--- src/rtl/egress_gen_cpld_pkg.sv ---
// Shared PCIe definitions for the completion-with-data generator:
// request header layout, FSM states, completion status codes,
// CplD fmt/type constants and the register-read offset map.
package egress_gen_cpld_pkg;

  localparam int PCIE_DATA_WIDTH = 128;
  localparam int PCIE_DATA_KW    = PCIE_DATA_WIDTH / 8;

  // Memory-read request header as presented by the ingress decoder.
  typedef struct packed {
    logic [3:0]  channel;
    logic [3:0]  offset;
    logic [9:0]  length;
    logic [7:0]  tag;
    logic [15:0] req_id;
    logic [2:0]  tc;
    logic [2:0]  attr;
    logic [31:0] addr;
  } tlp_head_t;

  typedef enum logic [1:0] {
    ST_IDLE      = 2'd0,
    ST_REG_RD    = 2'd1,
    ST_WAIT_DATA = 2'd2,
    ST_SEND      = 2'd3
  } cpld_state_e;

  // Completion status codes
  localparam logic [2:0] CPL_STATUS_SC = 3'b000;
  localparam logic [2:0] CPL_STATUS_UR = 3'b001;
  localparam logic [2:0] CPL_STATUS_CA = 3'b100;

  // CplD header constants
  localparam logic [2:0]  CPLD_FMT      = 3'b010;
  localparam logic [4:0]  CPLD_TYPE     = 5'b01010;
  localparam logic [9:0]  CPLD_LEN_DW   = 10'd1;
  localparam logic [11:0] CPLD_BYTE_CNT = 12'd4;
  localparam logic [PCIE_DATA_KW-1:0] CPLD_KEEP = 16'hFFFF;

  // Readable offsets
  localparam logic [3:0] OFF_RX_REG      = 4'b1000;
  localparam logic [3:0] OFF_RX_XFER_LEN = 4'b1001;
  localparam logic [3:0] OFF_TX_REG      = 4'b1010;
  localparam logic [3:0] OFF_TX_XFER_LEN = 4'b1011;

  // {register[2:0], action[1:0]} field placed in rd_tdest[8:4]
  localparam logic [4:0] MAP_RX_REG      = {3'b000, 2'b01};
  localparam logic [4:0] MAP_RX_XFER_LEN = {3'b010, 2'b01};
  localparam logic [4:0] MAP_TX_REG      = {3'b000, 2'b00};
  localparam logic [4:0] MAP_TX_XFER_LEN = {3'b010, 2'b00};

  typedef struct packed {
    logic       mapped;
    logic [4:0] field;
  } rd_map_t;

  // Translate a request offset into the register/action field.
  function automatic rd_map_t rd_map(input logic [3:0] offset);
    rd_map_t m;
    m.mapped = 1'b1;
    case (offset)
      OFF_RX_REG:      m.field = MAP_RX_REG;
      OFF_RX_XFER_LEN: m.field = MAP_RX_XFER_LEN;
      OFF_TX_REG:      m.field = MAP_TX_REG;
      OFF_TX_XFER_LEN: m.field = MAP_TX_XFER_LEN;
      default: begin
        m.mapped = 1'b0;
        m.field  = 5'b00000;
      end
    endcase
    return m;
  endfunction

endpackage

--- src/rtl/egress_gen_cpld.sv ---
// Completion-with-data generator: accepts one memory-read request at a
// time, reads the addressed register over the rd_* port and returns a
// single-beat 128-bit CplD (3DW header + 1DW payload).
// Optional feature macro: CPLD_TIMEOUT_EN (abort a register read that
// does not return within TIMEOUT_CYC cycles with status CA).
module egress_gen_cpld
  import egress_gen_cpld_pkg::*;
#(
  parameter int          TIMEOUT_CYC = 256,
  parameter logic [31:0] BAD_DATA    = 32'hFFFF_FFFF
) (
  input  logic                       clk,
  input  logic                       rst,
  input  tlp_head_t                  rdreq_meta,
  input  logic                       rdreq_valid,
  output logic                       rdreq_rdy,
  output logic                       rd_req,
  output logic [9:0]                 rd_tdest,
  input  logic [31:0]                rd_tdata,
  input  logic                       rd_tvalid,
  input  logic [15:0]                cfg_completer_id,
  output logic [PCIE_DATA_WIDTH-1:0] cpld_data,
  output logic [PCIE_DATA_KW-1:0]    cpld_keep,
  output logic                       cpld_valid,
  output logic                       cpld_last,
  input  logic                       cpld_rdy
);

  if (PCIE_DATA_WIDTH != 128) begin : g_width_chk
    $error("egress_gen_cpld requires a 128-bit completion bus");
  end
  if (TIMEOUT_CYC < 2) begin : g_timeout_chk
    $error("TIMEOUT_CYC must be at least 2");
  end

  cpld_state_e state_q, state_d;

  // Latched header fields needed to build the completion
  logic [2:0]  tc_q, tc_d;
  logic [2:0]  attr_q, attr_d;
  logic [15:0] req_id_q, req_id_d;
  logic [7:0]  tag_q, tag_d;
  logic [4:0]  laddr_q, laddr_d;

  logic                       rd_req_q, rd_req_d;
  logic [9:0]                 rd_tdest_q, rd_tdest_d;
  logic [PCIE_DATA_WIDTH-1:0] cpld_data_q, cpld_data_d;
  logic [PCIE_DATA_KW-1:0]    cpld_keep_q, cpld_keep_d;
  logic                       cpld_valid_q, cpld_valid_d;
  logic                       cpld_last_q, cpld_last_d;

  logic        load_cpl_s;
  logic [2:0]  cpl_status_s;
  logic [31:0] cpl_payload_s;
  rd_map_t     map_s;

  // Only address bits [6:2] feed the completion lower-address field.
  logic unused_addr_s;
  assign unused_addr_s = ^{rdreq_meta.addr[31:7], rdreq_meta.addr[1:0]};

`ifdef CPLD_TIMEOUT_EN
  localparam int CNT_W = $clog2(TIMEOUT_CYC + 1);
  logic [CNT_W-1:0] to_cnt_q, to_cnt_d;
`endif

  // Pack the 3DW CplD header and its single payload DW into one beat.
  function automatic logic [127:0] build_cpld(
    input logic [2:0]  tc,
    input logic [2:0]  attr,
    input logic [15:0] cid,
    input logic [15:0] req_id,
    input logic [7:0]  tag,
    input logic [4:0]  laddr,
    input logic [2:0]  status,
    input logic [31:0] payload
  );
    logic [31:0] dw0, dw1, dw2;
    dw0 = {CPLD_FMT, CPLD_TYPE, 1'b0, tc, 1'b0, attr[2], 1'b0, 1'b0,
           1'b0, 1'b0, attr[1:0], 2'b00, CPLD_LEN_DW};
    dw1 = {cid, status, 1'b0, CPLD_BYTE_CNT};
    dw2 = {req_id, tag, 1'b0, laddr, 2'b00};
    return {payload, dw2, dw1, dw0};
  endfunction

  assign map_s = rd_map(rdreq_meta.offset);

  // Next-state and registered-output logic for the request/completion FSM.
  always_comb begin
    state_d       = state_q;
    tc_d          = tc_q;
    attr_d        = attr_q;
    req_id_d      = req_id_q;
    tag_d         = tag_q;
    laddr_d       = laddr_q;
    rd_req_d      = 1'b0;
    rd_tdest_d    = rd_tdest_q;
    cpld_data_d   = cpld_data_q;
    cpld_keep_d   = cpld_keep_q;
    cpld_valid_d  = cpld_valid_q;
    cpld_last_d   = cpld_last_q;
    load_cpl_s    = 1'b0;
    cpl_status_s  = CPL_STATUS_SC;
    cpl_payload_s = BAD_DATA;
`ifdef CPLD_TIMEOUT_EN
    to_cnt_d      = {CNT_W{1'b0}};
`endif

    case (state_q)
      ST_IDLE: begin
        if (rdreq_valid) begin
          tc_d     = rdreq_meta.tc;
          attr_d   = rdreq_meta.attr;
          req_id_d = rdreq_meta.req_id;
          tag_d    = rdreq_meta.tag;
          laddr_d  = rdreq_meta.addr[6:2];
          if (rdreq_meta.length != CPLD_LEN_DW) begin
            // Only single-DW register reads are supported
            cpl_status_s = CPL_STATUS_UR;
            load_cpl_s   = 1'b1;
            state_d      = ST_SEND;
          end else if (!map_s.mapped) begin
            // Unmapped offsets read as BAD_DATA with a successful status
            load_cpl_s = 1'b1;
            state_d    = ST_SEND;
          end else begin
            rd_req_d   = 1'b1;
            rd_tdest_d = {1'b0, map_s.field, rdreq_meta.channel};
            state_d    = ST_REG_RD;
          end
        end else begin
          state_d = ST_IDLE;
        end
      end

      ST_REG_RD: begin
        state_d = ST_WAIT_DATA;
      end

      ST_WAIT_DATA: begin
        if (rd_tvalid) begin
          cpl_payload_s = rd_tdata;
          load_cpl_s    = 1'b1;
          state_d       = ST_SEND;
        end else begin
`ifdef CPLD_TIMEOUT_EN
          if (to_cnt_q == CNT_W'(TIMEOUT_CYC - 1)) begin
            cpl_status_s = CPL_STATUS_CA;
            load_cpl_s   = 1'b1;
            state_d      = ST_SEND;
          end else begin
            to_cnt_d = to_cnt_q + {{(CNT_W-1){1'b0}}, 1'b1};
          end
`else
          state_d = ST_WAIT_DATA;
`endif
        end
      end

      ST_SEND: begin
        if (cpld_rdy) begin
          cpld_valid_d = 1'b0;
          cpld_last_d  = 1'b0;
          state_d      = ST_IDLE;
        end else begin
          state_d = ST_SEND;
        end
      end

      default: begin
        state_d = ST_IDLE;
      end
    endcase

    if (load_cpl_s) begin
      cpld_data_d  = build_cpld(tc_d, attr_d, cfg_completer_id, req_id_d,
                                tag_d, laddr_d, cpl_status_s, cpl_payload_s);
      cpld_keep_d  = CPLD_KEEP;
      cpld_valid_d = 1'b1;
      cpld_last_d  = 1'b1;
    end else begin
      cpld_valid_d = cpld_valid_d;
    end
  end

  // State and output registers; reset drops any pending request.
  always_ff @(posedge clk or posedge rst) begin
    if (rst) begin
      state_q      <= ST_IDLE;
      tc_q         <= 3'b000;
      attr_q       <= 3'b000;
      req_id_q     <= 16'h0000;
      tag_q        <= 8'h00;
      laddr_q      <= 5'b00000;
      rd_req_q     <= 1'b0;
      rd_tdest_q   <= 10'h000;
      cpld_data_q  <= {PCIE_DATA_WIDTH{1'b0}};
      cpld_keep_q  <= {PCIE_DATA_KW{1'b0}};
      cpld_valid_q <= 1'b0;
      cpld_last_q  <= 1'b0;
`ifdef CPLD_TIMEOUT_EN
      to_cnt_q     <= {CNT_W{1'b0}};
`endif
    end else begin
      state_q      <= state_d;
      tc_q         <= tc_d;
      attr_q       <= attr_d;
      req_id_q     <= req_id_d;
      tag_q        <= tag_d;
      laddr_q      <= laddr_d;
      rd_req_q     <= rd_req_d;
      rd_tdest_q   <= rd_tdest_d;
      cpld_data_q  <= cpld_data_d;
      cpld_keep_q  <= cpld_keep_d;
      cpld_valid_q <= cpld_valid_d;
      cpld_last_q  <= cpld_last_d;
`ifdef CPLD_TIMEOUT_EN
      to_cnt_q     <= to_cnt_d;
`endif
    end
  end

  assign rdreq_rdy  = (state_q == ST_IDLE);
  assign rd_req     = rd_req_q;
  assign rd_tdest   = rd_tdest_q;
  assign cpld_data  = cpld_data_q;
  assign cpld_keep  = cpld_keep_q;
  assign cpld_valid = cpld_valid_q;
  assign cpld_last  = cpld_last_q;

endmodule

--- config.mk ---
export PLATFORM = sky130hd
export DESIGN_NAME = egress_gen_cpld
export DESIGN_NICKNAME = d
export VERILOG_FILES = /design/src/rtl/egress_gen_cpld_pkg.sv /design/src/rtl/egress_gen_cpld.sv
export SDC_FILE = /design/constraint.sdc
export NUM_CORES = 1
export LEC_CHECK = 0
export CELL_PAD_IN_SITES_DETAIL_PLACEMENT = 0
export CELL_PAD_IN_SITES_GLOBAL_PLACEMENT = 1
export CORE_MARGIN = 1.5
export CORE_UTILIZATION = 30
export DETAILED_ROUTE_END_ITERATION = 8
export PLACE_DENSITY = 0.81
export SLEW_MARGIN = 20
export SYNTH_ARGS = -nofsm -noshare
export SYNTH_HDL_FRONTEND = slang
export SYNTH_SLANG_ARGS = --single-unit
--- constraint.sdc ---
create_clock -name clk -period 4.4 [get_ports clk]
set_input_delay 0.66 -clock clk [delete_from_list [all_inputs] [get_ports clk]]
set_output_delay 0.66 -clock clk [all_outputs]
set_load 0.02 [all_outputs]
==> flow_metrics.py <==
metrics = {
    "outcome": {
        "status": "complete, no violations",
    },
    "detailed_routing": {
        "first_pass_iters": 4,
        "drt_iter0_markers": 88,
        "vias": 3455,
        "vias_per_cell": 4.28,
        "antenna_left": 0,
        "wirelength_um": 12500,
        "drc": 0,
        "wire_per_inst_um": 15.5,
    },
    "cells_and_area": {
        "nFillCells": 1602,
        "areaGrowthSynthToFinish_pct": 49.1,
        "insertedDiodeCount": 0,
        "multi_input_area_sq_um": 1770,
        "seq_area_sq_um": 3250,
        "nNetsFinal": 699,
        "stdcell_count": 807,
        "drive_gt1_frac": 0.228,
    },
    "pwr": {
        "ir_worst_vdd_uv": 311,
        "leakage_nw": 3.44,
        "p_per_area_nw_per_um2": 726,
    },
    "clocking": {
        "cts_setup_buffers": 0,
        "clockBufferDepth": 2,
        "cts_max_level": 4,
        "cts-root-buf": "clkbuf_16",
        "cts_sinks": 130,
        "clk_pin_slew_ns": 0.06,
        "cts_tree": "yes",
        "clock_latency_ns": 0.41,
        "ctsResizeCount": 0,
        "cts_buffers": 17,
        "hold_buffers": 0,
    },
    "worst_setup_path": {
        "critPathKind": "input port to flip-flop",
        "cp.buffers_inverters": 3,
        "required_ns": 4.69,
        "cp_max_fo": 38,
        "slowest_delay_ns": 0.54,
        "critical_path.top_delay_family": "buffers and inverters",
        "startpoint_type": "input port",
        "cp-end-kind": "flip-flop",
        "slowest_stage": "o21a_4",
        "path_cells": "clkdlybuf4s50_1, nand3b_1, buf_4, nand2b_1, o21a_4, buf_4, mux2_2",
        "crit_arrival_ns": 2.94,
        "crit_top_cell": "buf_4",
    },
    "timing": {
        "max_slew_margin": 0.423,
        "max_clock_freq_mhz": 378,
        "fin_crit_ns": 2.64,
        "grt_setup_unrepaired": "false",
        "tns_ns": 0,
        "skew_ns": 0.00882,
        "period_share": 0.601,
        "worstMarginPinSlew_ns": 0.865,
        "drv_slew": 0,
        "hold_ws_ns": 0.487,
        "setup-violations-final": 0,
        "finalHoldViolCount": 0,
        "fin_ws_ns": 1.76,
    },
    "floorplanning": {
        "num_rows": 49,
        "io_pins": 291,
        "dieArea_sq_um": 19000,
        "die_w_um": 138,
        "start_util": 0.305,
        "core-area_sq_um": 17900,
        "die_h_um": 138,
    },
    "synthesis": {
        "netlist_top_cells_area": "dfrtp_1, mux2_2, buf_4, mux2_4, o22a_1",
        "ys_seq_area_frac": 0.596,
        "synth_cell_types": 26,
        "synthFlopType": "dfrtp_1",
        "ys_ff_latch": 130,
        "synth_cells": 361,
        "yosysTopAreaCell": "dfrtp_1",
        "synthTopCellsByCount": "dfrtp_1, buf_4, mux2_2, o22a_1, mux2_4",
        "synth_edf_count": 0,
        "synthArstFlopShare": 1.00,
        "syn_area_sq_um": 5460,
        "syn_avg_cell_area_sq_um": 15.1,
        "synth_most_common_cell": "dfrtp_1",
        "synth.top_cell.area_share": 0.596,
        "ys_warn_count": 0,
    },
    "placed_design": {
        "gp_congestion": 0.711,
        "place_hpwl_um": 8770,
        "port_buffers": 220,
        "post-place-ws_ns": 1.27,
        "place_inst": 776,
    },
    "hold_path": {
        "hold_path.class": "flip-flop to flip-flop",
    },
    "global_route": {
        "grtUsageTotal": 0.135,
        "grt_pass1_vias": 3774,
        "gr-total-overflow": 0,
        "grt_pass1_wl_um": 19400,
        "grt_max_degree": 70,
        "antenna_found_initial": 0,
    },
    "job": {
        "drv_cap": 0,
    },
}
-- worst reg2reg max path: stages, from the launching register on --
cell,delay [ns]
dfrtp_1,0.42
nand3b_1,0.17
buf_4,0.24
nand2b_1,0.16
o21a_4,0.54
buf_4,0.38
mux2_2,0.37
-- final cells by class --
| class | count | share of cell area |
|---|---|---|
| Sequential cell | 130 | 0.399 |
| Timing Repair Buffer | 224 | 0.277 |
| Multi-Input combinational cell | 190 | 0.217 |
| Clock buffer | 18 | 0.0539 |
| Tap cell | 229 | 0.0352 |
| Clock inverter | 13 | 0.0157 |
| Inverter | 3 | 0.00169 |
-- logic make-up after synthesis --
logic type	Yosys count	synth area share
compound gates	40	0.0603
mux	93	0.212
flops	130	0.596
simple gates	14	0.0206
buf+inv	83	0.111
other cells	1	0.000687
-- layout by cell type, fill, tap and decap left out --
cell,Yosys,layout
nor2_1,4,4
a22o_1,1,1
inv_1,3,2
clkbuf_8,0,1
clkinvlp_4,0,3
nor4_2,1,1
clkdlybuf4s50_1,0,220
a21oi_1,1,1
o21ai_0,4,4
a21o_1,1,1
mux2_4,30,30
and2_4,1,1
nand2b_1,3,3
clkbuf_16,0,17
and3_1,1,1
buf_4,64,2
nand3b_1,1,1
o22a_1,32,32
nand3_2,1,1
nor4b_2,1,1
nor3b_4,1,1
o21a_4,0,1
mux2_1,1,1
bufinv_16,0,1
clkinv_2,0,1
conb_1,1,43
clkinv_4,0,3
inv_4,0,1
mux2i_1,2,2
buf_12,0,2
mux2_2,60,60
dfrtp_1,130,130
inv_6,0,5
-- state kept, by name, indices dropped and copies added, names as in the netlist --
name / flops
attr_q: 3
cpld_data: 85
cpld_last: 1
laddr_q: 5
rd_req: 1
rd_tdest: 6
req_id_q: 16
state_q: 2
tag_q: 8
tc_q: 3
-- through the flow --
stage | power (mW) | utilization | instance area (sq um)
final | 5.91 | 0.455 | 8150
after global routing | 6.25 | 0.455 | 8150
after CTS | 6.01 | 0.455 | 8150
after detailed placement | 4.61 | 0.423 | 7580
after global placement | 4.51 | 0.423 | 7580
after floorplan | 3.54 | - | 5620
-- per-layer routing --
metal / track usage / vias up / wire (um)
met4: 0.0527 / 0 / 176
met3: 0.0588 / 13 / 1020
met2: 0.228 / 153 / 6480
met5: 0 / - / 0
met1: 0.149 / 1723 / 4840
li1: - / 1566 / -
-- worst paths after layout --
| kind | from | to | slack, ns | depth (start not counted) |
|---|---|---|---|---|
| max | rd_tvalid | cpld_data[60] | 1.76 | 7 |
| min | cpld_data[113] | cpld_data[113] | 0.49 | 1 |
| max reg2reg | state_q[0] | cpld_data[60] | 2.01 | 6 |
| min reg2reg | cpld_data[113] | cpld_data[113] | 0.49 | 1 |
| max in group asynchronous | rst | cpld_data[104] | 2.77 | 3 |
| min in group asynchronous | rst | cpld_data[60] | 0.78 | 2 |
-- where the power goes --
group          switching, mW  internal [mW]  total [mW]
Combinational           1.15           1.40        2.55
Clock                  0.556          0.799        1.35
Sequential             0.262           1.75        2.01
Total                   1.96           3.95        5.91
Note: power is estimated with default switching activity, not from simulation.
